### src/rtl/game_event_generator.sv
// ============================================================================
// game_event_generator
// ----------------------------------------------------------------------------
// Purpose: Game-flow controller. It waits in Sidle for a start-key press,
//          runs a game in Splaying while tracking lives and aliens, and parks
//          in Sdone after a win or a loss until the next reset.
//
// Configuration macro:
//   START_DEBOUNCE_EN : when defined, the synchronized start key must stay
//                       high for DEBOUNCE_CYCLES consecutive cycles before its
//                       rising edge is accepted.
//
// Parameters:
//   NUM_LIVES        lives loaded at game start (1..7)
//   NUM_ALIENS       aliens loaded at game start (1..63)
//   DEBOUNCE_CYCLES  start-key stability count (1..65535)
//
// Ports:
//   clk                  in   system clock, rising edge
//   resetN               in   asynchronous active-low reset
//   startKey             in   asynchronous level, high = key pressed
//   alienHitPulse        in   one-cycle pulse, one alien destroyed
//   playerHitPulse       in   one-cycle pulse, player ship hit
//   invadersLandedPulse  in   one-cycle pulse, aliens reached the ground
//   startGamePulse       out  one-cycle pulse, game starts
//   lostGamePulse        out  one-cycle pulse, game lost
//   winGamePulse         out  one-cycle pulse, game won
//   livesLeft[2:0]       out  lives remaining
//   aliensLeft[5:0]      out  aliens remaining
//   gameActive           out  high while in Splaying
// ============================================================================
module game_event_generator #(
    parameter int NUM_LIVES       = 3,
    parameter int NUM_ALIENS      = 24,
    parameter int DEBOUNCE_CYCLES = 16
) (
    input  logic       clk,
    input  logic       resetN,
    input  logic       startKey,
    input  logic       alienHitPulse,
    input  logic       playerHitPulse,
    input  logic       invadersLandedPulse,
    output logic       startGamePulse,
    output logic       lostGamePulse,
    output logic       winGamePulse,
    output logic [2:0] livesLeft,
    output logic [5:0] aliensLeft,
    output logic       gameActive
);

    localparam logic [2:0] LIVES_INIT  = 3'(NUM_LIVES);
    localparam logic [5:0] ALIENS_INIT = 6'(NUM_ALIENS);

    typedef enum logic [1:0] {
        Sidle    = 2'd0,
        Splaying = 2'd1,
        Sdone    = 2'd2
    } state_t;

    state_t     stateQ;
    state_t     stateNext;
    logic       syncQ1;
    logic       syncQ2;
    logic [1:0] fillQ;
    logic       keyDeb;
    logic       prevKey;
    logic       keyRise;
    logic       lossCond;
    logic       winCond;
    logic       startNext;
    logic       lostNext;
    logic       winNext;
    logic [2:0] livesNext;
    logic [5:0] aliensNext;

    // Two-flop synchronizer for startKey; fillQ marks when syncQ2 holds a real sample.
    always_ff @(posedge clk or negedge resetN) begin
        if (!resetN) begin
            syncQ1 <= 1'b0;
            syncQ2 <= 1'b0;
            fillQ  <= 2'b00;
        end else begin
            syncQ1 <= startKey;
            syncQ2 <= syncQ1;
            fillQ  <= {fillQ[0], 1'b1};
        end
    end

`ifdef START_DEBOUNCE_EN
    localparam logic [15:0] DEB_MAX = 16'(DEBOUNCE_CYCLES);
    logic [15:0] debCnt;

    // Count consecutive high synchronized samples, saturating at DEB_MAX.
    always_ff @(posedge clk or negedge resetN) begin
        if (!resetN) begin
            debCnt <= 16'd0;
        end else if (!syncQ2) begin
            debCnt <= 16'd0;
        end else if (debCnt != DEB_MAX) begin
            debCnt <= debCnt + 16'd1;
        end else begin
            debCnt <= debCnt;
        end
    end

    assign keyDeb = (debCnt == DEB_MAX);
`else
    // The comparison is constant true for any legal DEBOUNCE_CYCLES.
    assign keyDeb = syncQ2 && (DEBOUNCE_CYCLES > 0);
`endif

    // Edge-detect history. It starts at 1 so a key held through reset does
    // not start a game; it is cleared only by a genuine low sample (after the
    // synchronizer has filled) and set again once the debounced key is high.
    always_ff @(posedge clk or negedge resetN) begin
        if (!resetN) begin
            prevKey <= 1'b1;
        end else if (!fillQ[1]) begin
            prevKey <= prevKey;
        end else if (!syncQ2) begin
            prevKey <= 1'b0;
        end else begin
            prevKey <= prevKey | keyDeb;
        end
    end

    assign keyRise = keyDeb & ~prevKey;

    // Next-state, counter and pulse logic.
    always_comb begin
        stateNext  = stateQ;
        livesNext  = livesLeft;
        aliensNext = aliensLeft;
        startNext  = 1'b0;
        lostNext   = 1'b0;
        winNext    = 1'b0;
        lossCond   = 1'b0;
        winCond    = 1'b0;
        case (stateQ)
            Sidle: begin
                if (keyRise) begin
                    startNext  = 1'b1;
                    livesNext  = LIVES_INIT;
                    aliensNext = ALIENS_INIT;
                    stateNext  = Splaying;
                end else begin
                    stateNext  = Sidle;
                end
            end
            Splaying: begin
                lossCond = invadersLandedPulse | (playerHitPulse & (livesLeft == 3'd1));
                winCond  = alienHitPulse & (aliensLeft == 6'd1) & ~lossCond;
                if (playerHitPulse && (livesLeft != 3'd0)) begin
                    livesNext = livesLeft - 3'd1;
                end else begin
                    livesNext = livesLeft;
                end
                if (alienHitPulse && (aliensLeft != 6'd0)) begin
                    aliensNext = aliensLeft - 6'd1;
                end else begin
                    aliensNext = aliensLeft;
                end
                // Loss is checked first so it wins over a simultaneous win.
                if (lossCond) begin
                    lostNext  = 1'b1;
                    stateNext = Sdone;
                end else if (winCond) begin
                    winNext   = 1'b1;
                    stateNext = Sdone;
                end else begin
                    stateNext = Splaying;
                end
            end
            Sdone: begin
                stateNext = Sdone;
            end
            default: begin
                stateNext = Sidle;
            end
        endcase
    end

    // Registered state, counters and output pulses.
    always_ff @(posedge clk or negedge resetN) begin
        if (!resetN) begin
            stateQ         <= Sidle;
            livesLeft      <= LIVES_INIT;
            aliensLeft     <= ALIENS_INIT;
            startGamePulse <= 1'b0;
            lostGamePulse  <= 1'b0;
            winGamePulse   <= 1'b0;
            gameActive     <= 1'b0;
        end else begin
            stateQ         <= stateNext;
            livesLeft      <= livesNext;
            aliensLeft     <= aliensNext;
            startGamePulse <= startNext;
            lostGamePulse  <= lostNext;
            winGamePulse   <= winNext;
            gameActive     <= (stateNext == Splaying);
        end
    end

endmodule

### config.mk
export PLATFORM = sky130hd
export DESIGN_NAME = game_event_generator
export DESIGN_NICKNAME = d
export VERILOG_FILES = /design/src/rtl/game_event_generator.sv
export SDC_FILE = /design/constraint.sdc
export NUM_CORES = 1
export LEC_CHECK = 0
export BUFFER_PORTS_ARGS = -buffer_cell sky130_fd_sc_hd__clkbuf_2
export CORE_MARGIN = 5
export CORE_UTILIZATION = 52
export CTS_CLUSTER_SIZE = 20
export DETAILED_ROUTE_END_ITERATION = 12
export GPL_ROUTABILITY_DRIVEN = 0
export HOLD_SLACK_MARGIN = 0.06
export PLACE_DENSITY = 0.76
export SLEW_MARGIN = 10
export SYNTH_ARGS = -nofsm -noshare
export SYNTH_HDL_FRONTEND = slang
export SYNTH_SLANG_ARGS = --single-unit
export TNS_END_PERCENT = 1
### constraint.sdc
create_clock -name clk -period 2 [get_ports clk]
set_input_delay 0.1 -clock clk [delete_from_list [all_inputs] [get_ports clk]]
set_output_delay 0.1 -clock clk [all_outputs]
set_load 0.03 [all_outputs]
==> key figures, run 1 <==
Status
  • Status: complete, no violations

Synth
  • Mapped Area: just under 0.001 sq mm
  • Synth cell types: 30
  • Synth warn: 0
  • Syn Area/Cell: between 10 and 15 sq um
  • Top post-synthesis cells by area: dfrtp_1 39%, dfstp_2 14%, ha_1 7.8%
  • Post-synth top area cell: dfrtp_1
  • Net count after synthesis: between 90 and 100
  • Post-synthesis sequential area ratio: 0.527
  • Most common cell in the synthesized netlist: dfrtp_1
  • Synth Instances: 82
  • Register bit count reported by yosys: 20
  • Post-synth top flop: dfrtp_1
  • Yosys top cell area share: 0.391
  • EDFF count, synth: 0
  • Synth top cells by count: 15 x dfrtp_1, 8 x nor2_1, 7 x mux2i_1
  • Post-synth ARST share: 1.00

Global route
  • Gr busiest metal: met2
  • GRT Total Usage: 0.141
  • Vias in the first global route: 642
  • GR Layer Usage met3: 0.0338
  • Gr ovfl total: 0
  • First-pass GRT wire length: 2860 um
  • Largest net degree at the start of global routing: 21
  • Initial antenna violation count: 0
  • Grt met2 use: 0.215
  • Met1 GRT Util: 0.185

Clock network
  • Clock-pin slew on the worst setup and hold paths: 120 ps
  • Clock Tree Buf Depth: 2
  • Total CTS buffers: 3
  • Max H-tree Level: 1
  • Post-cts sizing count: 0
  • Clk root buf: clkbuf_4
  • CTS tree: built
  • Clk Latency, worst-skew pair: just over 300 ps
  • CTS sink count: 20

Detailed routing
  • 1st-iter DRT viols: 7
  • Via count: 650
  • DRC: 0
  • Router iterations before antenna repair: 4
  • Antenna viol nets, final: 0
  • Post-DR vias/cell: 4.92
  • Total Routed Length: 1680 um
  • Avg WL per Cell: 12.7 um

Worst setup path
  • Critical R2R Capture: winGamePulse$_DFF_PN0_
  • Worst r2r src: aliensLeft[1]$_DFFE_PN0P_
  • Crit path to: winGamePulse$_DFF_PN0_
  • CP Class: flip-flop to flip-flop
  • CP Max Fanout: 5
  • Startpoint types: flip-flop
  • Data required time of the critical path: about 2300 ps
  • Worst Reg-to-Reg Cells: 6
  • R2R Setup Slk: 230 ps
  • Crit path DAT: just over 2000 ps
  • Setup crit end kind: flip-flop
  • CP Launch Point: aliensLeft[1]$_DFFE_PN0P_

Power
  • Psw: between 0.1 and 0.15 mW
  • PD cells: 563 mW/mm^2
  • LEAKAGE: 0.623 nW
  • Clock power frac: 0.318
  • Worst VDD drop: 487 uV
  • Sw Ratio: 0.219
  • Seq pwr share: 0.647
  • Logic pwr share: 0.035
  • Internal: 0.500 mW

Timing
  • RSZ-0062 raised after global routing: no
  • Crit path time final: 1770 ps
  • Fmax: 0.564 GHz
  • Tightest Pin Transition: approximately 650 ps
  • # setup viols final: 0
  • Final Skew: 10.5 ps
  • Final-report max-slew violation count: 0
  • Worst setup margin: 227 ps
  • Max_slew headroom: 0.568
  • Fin. Hold Viols: 0
  • Final period util: 0.887
  • Setup Total Neg Slack: 0 ps

Floorplanning
  • IO Pins: 19
  • Die width: between 50 and 60 um
  • Area of the die: 0.00281 sq mm
  • CORE AREA: 0.00175 sq mm
  • Cell Rows: 15
  • Die height: about 53 um
  • Starting density of the core: 0.551

Cells and area
  • N_diodes: 0
  • # fillers: approximately 140
  • Layout cells sized above 1: 0.290
  • Area grow syn2layout: 18.4%
  • Final net count: 120

Placed design
  • DP HPWL: 1210 um
  • DP Worst Slack: 366 ps
  • Port Buffers: 18

Min path
  • HP Class: input pin to flip-flop
  • Hold Path Origin: playerHitPulse

Job
  • Max_cap viols: 0
-- cell families after synthesis --
family / synth area share
other cells: 0.00390
xor+xnor: 0.0182
mux: 0.0964
fa+ha+maj: 0.0781
simple gates: 0.190
compound gates: 0.0456
buf+inv: 0.0404
flops: 0.527
-- metal layers --
layer,part of all wire,vias up
li1,-,330
met4,0.020,0
met2,0.44,18
met5,0,-
met1,0.48,298
met3,0.060,4
-- placed cells by master (no fill, tap or decap), types with 2 or more instances in the layout --
cell type,Yosys,routed
nand2b_1,3,3
mux2_2,2,2
inv_1,5,5
xnor2_1,2,2
dfrtp_1,15,15
clkbuf_2,0,18
mux2i_1,7,7
nor2b_1,2,2
nand2_1,3,3
clkbuf_4,0,3
ha_1,6,6
nor2_1,8,8
nor3_1,3,3
dlygate4sd3_1,0,4
a21o_1,2,2
nand4_1,2,2
nor3b_1,2,2
dfstp_2,5,5
-- per-stage QoR --
stage | hold slack [ps] | total power [mW] | cells | cell area (sq um) | util
CTS | 85.1 | 0.646 | 132 | 1140 | 0.652
global placement | 76.6 | 0.440 | 124 | 1070 | 0.614
global route | 89.0 | 0.672 | 132 | 1140 | 0.652
floorplan | -196 | 0.426 | 82 | 961 | -
detailed placement | 85.0 | 0.440 | 124 | 1070 | 0.614
finish | 98.6 | 0.640 | 132 | 1140 | 0.652
-- power groups by stage --
stage	Clock [mW]	Combinational (mW)	Sequential (mW)
after floorplan	0	0.00423	0.421
after global placement	0	0.0181	0.421
after detailed placement	0	0.0183	0.422
after CTS	0.209	0.0229	0.414
after global routing	0.231	0.0257	0.415
final	0.203	0.0224	0.414
-- critical path: stages (launching register included) --
cell and delay [ps]:
dfrtp_1 450, inv_1 120, ha_1 160, nor2b_1 170, nand4_1 110, nor3_1 140, dlygate4sd3_1 560
-- how the worst min path moves through the flow --
stage | to | slack [ps] | cells past startpoint
floorplan | aliensLeft[0]$_DFFE_PN0P_ | -200 | 0
global placement | aliensLeft[2]$_DFFE_PN0P_ | 80 | 1
detailed placement | lostGamePulse$_DFF_PN0_ | 80 | 1
global route | livesLeft[2]$_DFFE_PN0P_ | 90 | 3
CTS | livesLeft[2]$_DFFE_PN0P_ | 90 | 3
finish | livesLeft[2]$_DFFE_PN0P_ | 100 | 3
-- what timing repair did --
action                                 in CTS  in global routing
hold buffers                                4                  0
endpoints found under the hold margin      18                  0
buffers inserted                            0                  0
-- final cells by class --
type | count | area (sq um) | area share
Inverter | 6 | 27.5 | 0.0242
Timing Repair Buffer | 22 | 130 | 0.114
Clock buffer | 4 | 26.3 | 0.0231
Multi-Input combinational cell | 55 | 415 | 0.365
Tap cell | 25 | 31.3 | 0.0275
Sequential cell | 20 | 507 | 0.446
-- registers in the layout (all words and copies together), names as in the netlist --
name / flops
stateQ: 2
keyDeb: 1
startGamePulse: 1
prevKey: 1
livesLeft: 3
fillQ: 2
aliensLeft: 6
winGamePulse: 1
lostGamePulse: 1
syncQ1: 1
gameActive: 1
(Power assumes the default switching activity.)
==> inputs of run 2 (changes only) <==
- BUFFER_PORTS_ARGS: -buffer_cell sky130_fd_sc_hd__clkbuf_2 -> -buffer_cell sky130_fd_sc_hd__buf_2
==> key figures, run 2 (same netlist as run 1, synthesis figures left out) <==
Status
  • Status: complete, no violations

Detailed routing
  • 1st-iter DRT viols: 4 (-3)
  • Avg WL per Cell: 13.2 um (+3.9%)
  • Via count: 666 (+2.5%)
  • Router iterations before antenna repair: 4 (unchanged)
  • DRC: 0 (unchanged)
  • Antenna viol nets, final: 0 (unchanged)
  • Total Routed Length: 1740 um (+3.9%)
  • Post-DR vias/cell: 5.05 (+2.5%)

Timing
  • Hold slack: 88.1 ps (-10.6 ps)
  • # setup viols final: 0 (unchanged)
  • Setup Total Neg Slack: 0 ps (unchanged)
  • Fmax: 0.554 GHz (-1.7%)
  • Crit path time final: 1800 ps (+30.4 ps)
  • Worst setup margin: 196 ps (-30.4 ps)
  • Final Skew: 11.6 ps (+1.14 ps)
  • Max_slew headroom: 0.577 (+0.00949)
  • Final period util: 0.902 (+0.0152)
  • Fin. Hold Viols: 0 (unchanged)
  • Final-report max-slew violation count: 0 (unchanged)
  • RSZ-0062 raised after global routing: no
  • Tightest Pin Transition: 631 ps (-14.2 ps)

Global route
  • Initial antenna violation count: 0 (unchanged)
  • First-pass GRT wire length: 3010 um (+5.3%)
  • Gr ovfl total: 0 (unchanged)
  • Vias in the first global route: 669 (+4.2%)
  • Largest net degree at the start of global routing: 21 (unchanged)
  • GRT Total Usage: 0.153 (+0.0123)

Cells and area
  • Area grow syn2layout: 21.1%
  • Regs by FF count: aliensLeft x6, livesLeft x3
  • Most frequent cells in the layout: 18 x buf_2, 15 x dfrtp_1, 8 x nor2_1
  • Final net count: 120 (unchanged)
  • Final Util: 0.667 (+0.0151)
  • Max reg flops: 6 (unchanged)
  • N_diodes: 0 (unchanged)
  • Reg with most FFs: aliensLeft
  • Layout cells sized above 1: 0.299 (+0.00935)
  • Most common cell after layout, fill and taps aside: buf_2

Min path
  • Cell count of the worst hold path: 3 (unchanged)
  • HP Class: input pin to flip-flop

Power
  • LEAKAGE: 0.631 nW (+1.3%)
  • Total chip power: 0.768 mW (+20%)
  • PD cells: 660 mW/mm^2 (+17%)
  • Worst VDD drop: 550 uV (+13%)

Floorplanning
  • Cell Rows: 15 (unchanged)
  • Starting density of the core: 0.551 (unchanged)
  • CORE AREA: 0.00175 sq mm (unchanged)
  • Die height: 53.0 um (unchanged)
  • Area of the die: 0.00281 sq mm (unchanged)
  • Die width: 53.0 um (unchanged)
  • IO Pins: 19 (unchanged)

Placed design
  • Port Buffers: 18 (unchanged)
  • DP Worst Slack: 334 ps (-31.6 ps)
  • DP HPWL: 1300 um (+7.8%)

Worst setup path
  • CP Max Fanout: 3 (-2)
  • Crit path DAT: 2050 ps (+20 ps)
  • Startpoint types: flip-flop
  • CP Class: flip-flop to flip-flop
  • Worst Reg-to-Reg Cells: 5 (-1)
  • Setup crit end kind: flip-flop
  • Data required time of the critical path: 2250 ps (about the same)

Clock network
  • Post-cts sizing count: 0 (unchanged)
  • Clock Tree Buf Depth: 2 (unchanged)
  • Clock-pin slew on the worst setup and hold paths: 120 ps (about the same)
  • CTS tree: built
  • Total CTS buffers: 3 (unchanged)
  • Max H-tree Level: 1 (unchanged)
  • Clk root buf: clkbuf_4
  • Clk Latency, worst-skew pair: 310 ps (about the same)
  • CTS sink count: 20 (unchanged)

Job
  • Max_cap viols: 0 (unchanged)
[run 2: cell types whose count changed in the layout (fill, tap and decap cells not counted), sizes merged]
cell and change:
bufinv +1, buf +18, clkbuf -19
[run 2: layout make-up]
cell class | count | area, sq um
clock buffers | 3 | 22.5
clock inverters | 1 | 30.0
fillers | 135 | 582
inverters | 6 | 27.5
multi-input cells | 55 | 415
flip-flops and latches | 20 | 507
well taps | 25 | 31.3
repair buffers | 22 | 130
[run 2: path summary, 6_finish.rpt]
path / start / to / slack [ps]
min reg2reg: syncQ1$_DFF_PN0_ / keyDeb$_DFF_PN0_ / 360
max: livesLeft[1]$_DFFE_PN1P_ / winGamePulse$_DFF_PN0_ / 200
min: playerHitPulse / livesLeft[2]$_DFFE_PN0P_ / 90
min in group asynchronous: resetN / aliensLeft[2]$_DFFE_PN0P_ / 240
max in group asynchronous: resetN / livesLeft[0]$_DFFE_PN1P_ / 1420
max reg2reg: livesLeft[1]$_DFFE_PN1P_ / winGamePulse$_DFF_PN0_ / 200
[run 2: routing by layer]
metal,part of all wire,track usage
met1,0.44,0.177
met2,0.49,0.264
met3,0.065,0.0592
met4,0.0098,0.0383
met5,0,0
[run 2: repair_timing]
| item | in CTS | in global routing |
|---|---|---|
| setup buffers | 0 | 0 |
| hold buffers | 4 | 0 |
| hold endpoints to repair | 23 | 0 |
[run 2: power by group]
part           leakage, nW  switching, mW  internal [mW]
combinational        0.371         0.0123         0.0101
clock               0.0279          0.129          0.203
sequential           0.232        0.00209          0.412
[run 2: critical path, stage by stage, from the launching register on]
cell,delay (ps)
dfstp_2,560
inv_1,70
ha_1,180
and3b_1,210
nor3_1,160
dlygate4sd3_1,560
[run 2: per-stage QoR]
stage                     cell area [sq um]  cells
after floorplan                         961     82
after global placement                 1070    124
after detailed placement               1070    124
after CTS                              1160    132
after global routing                   1160    132
final                                  1160    132
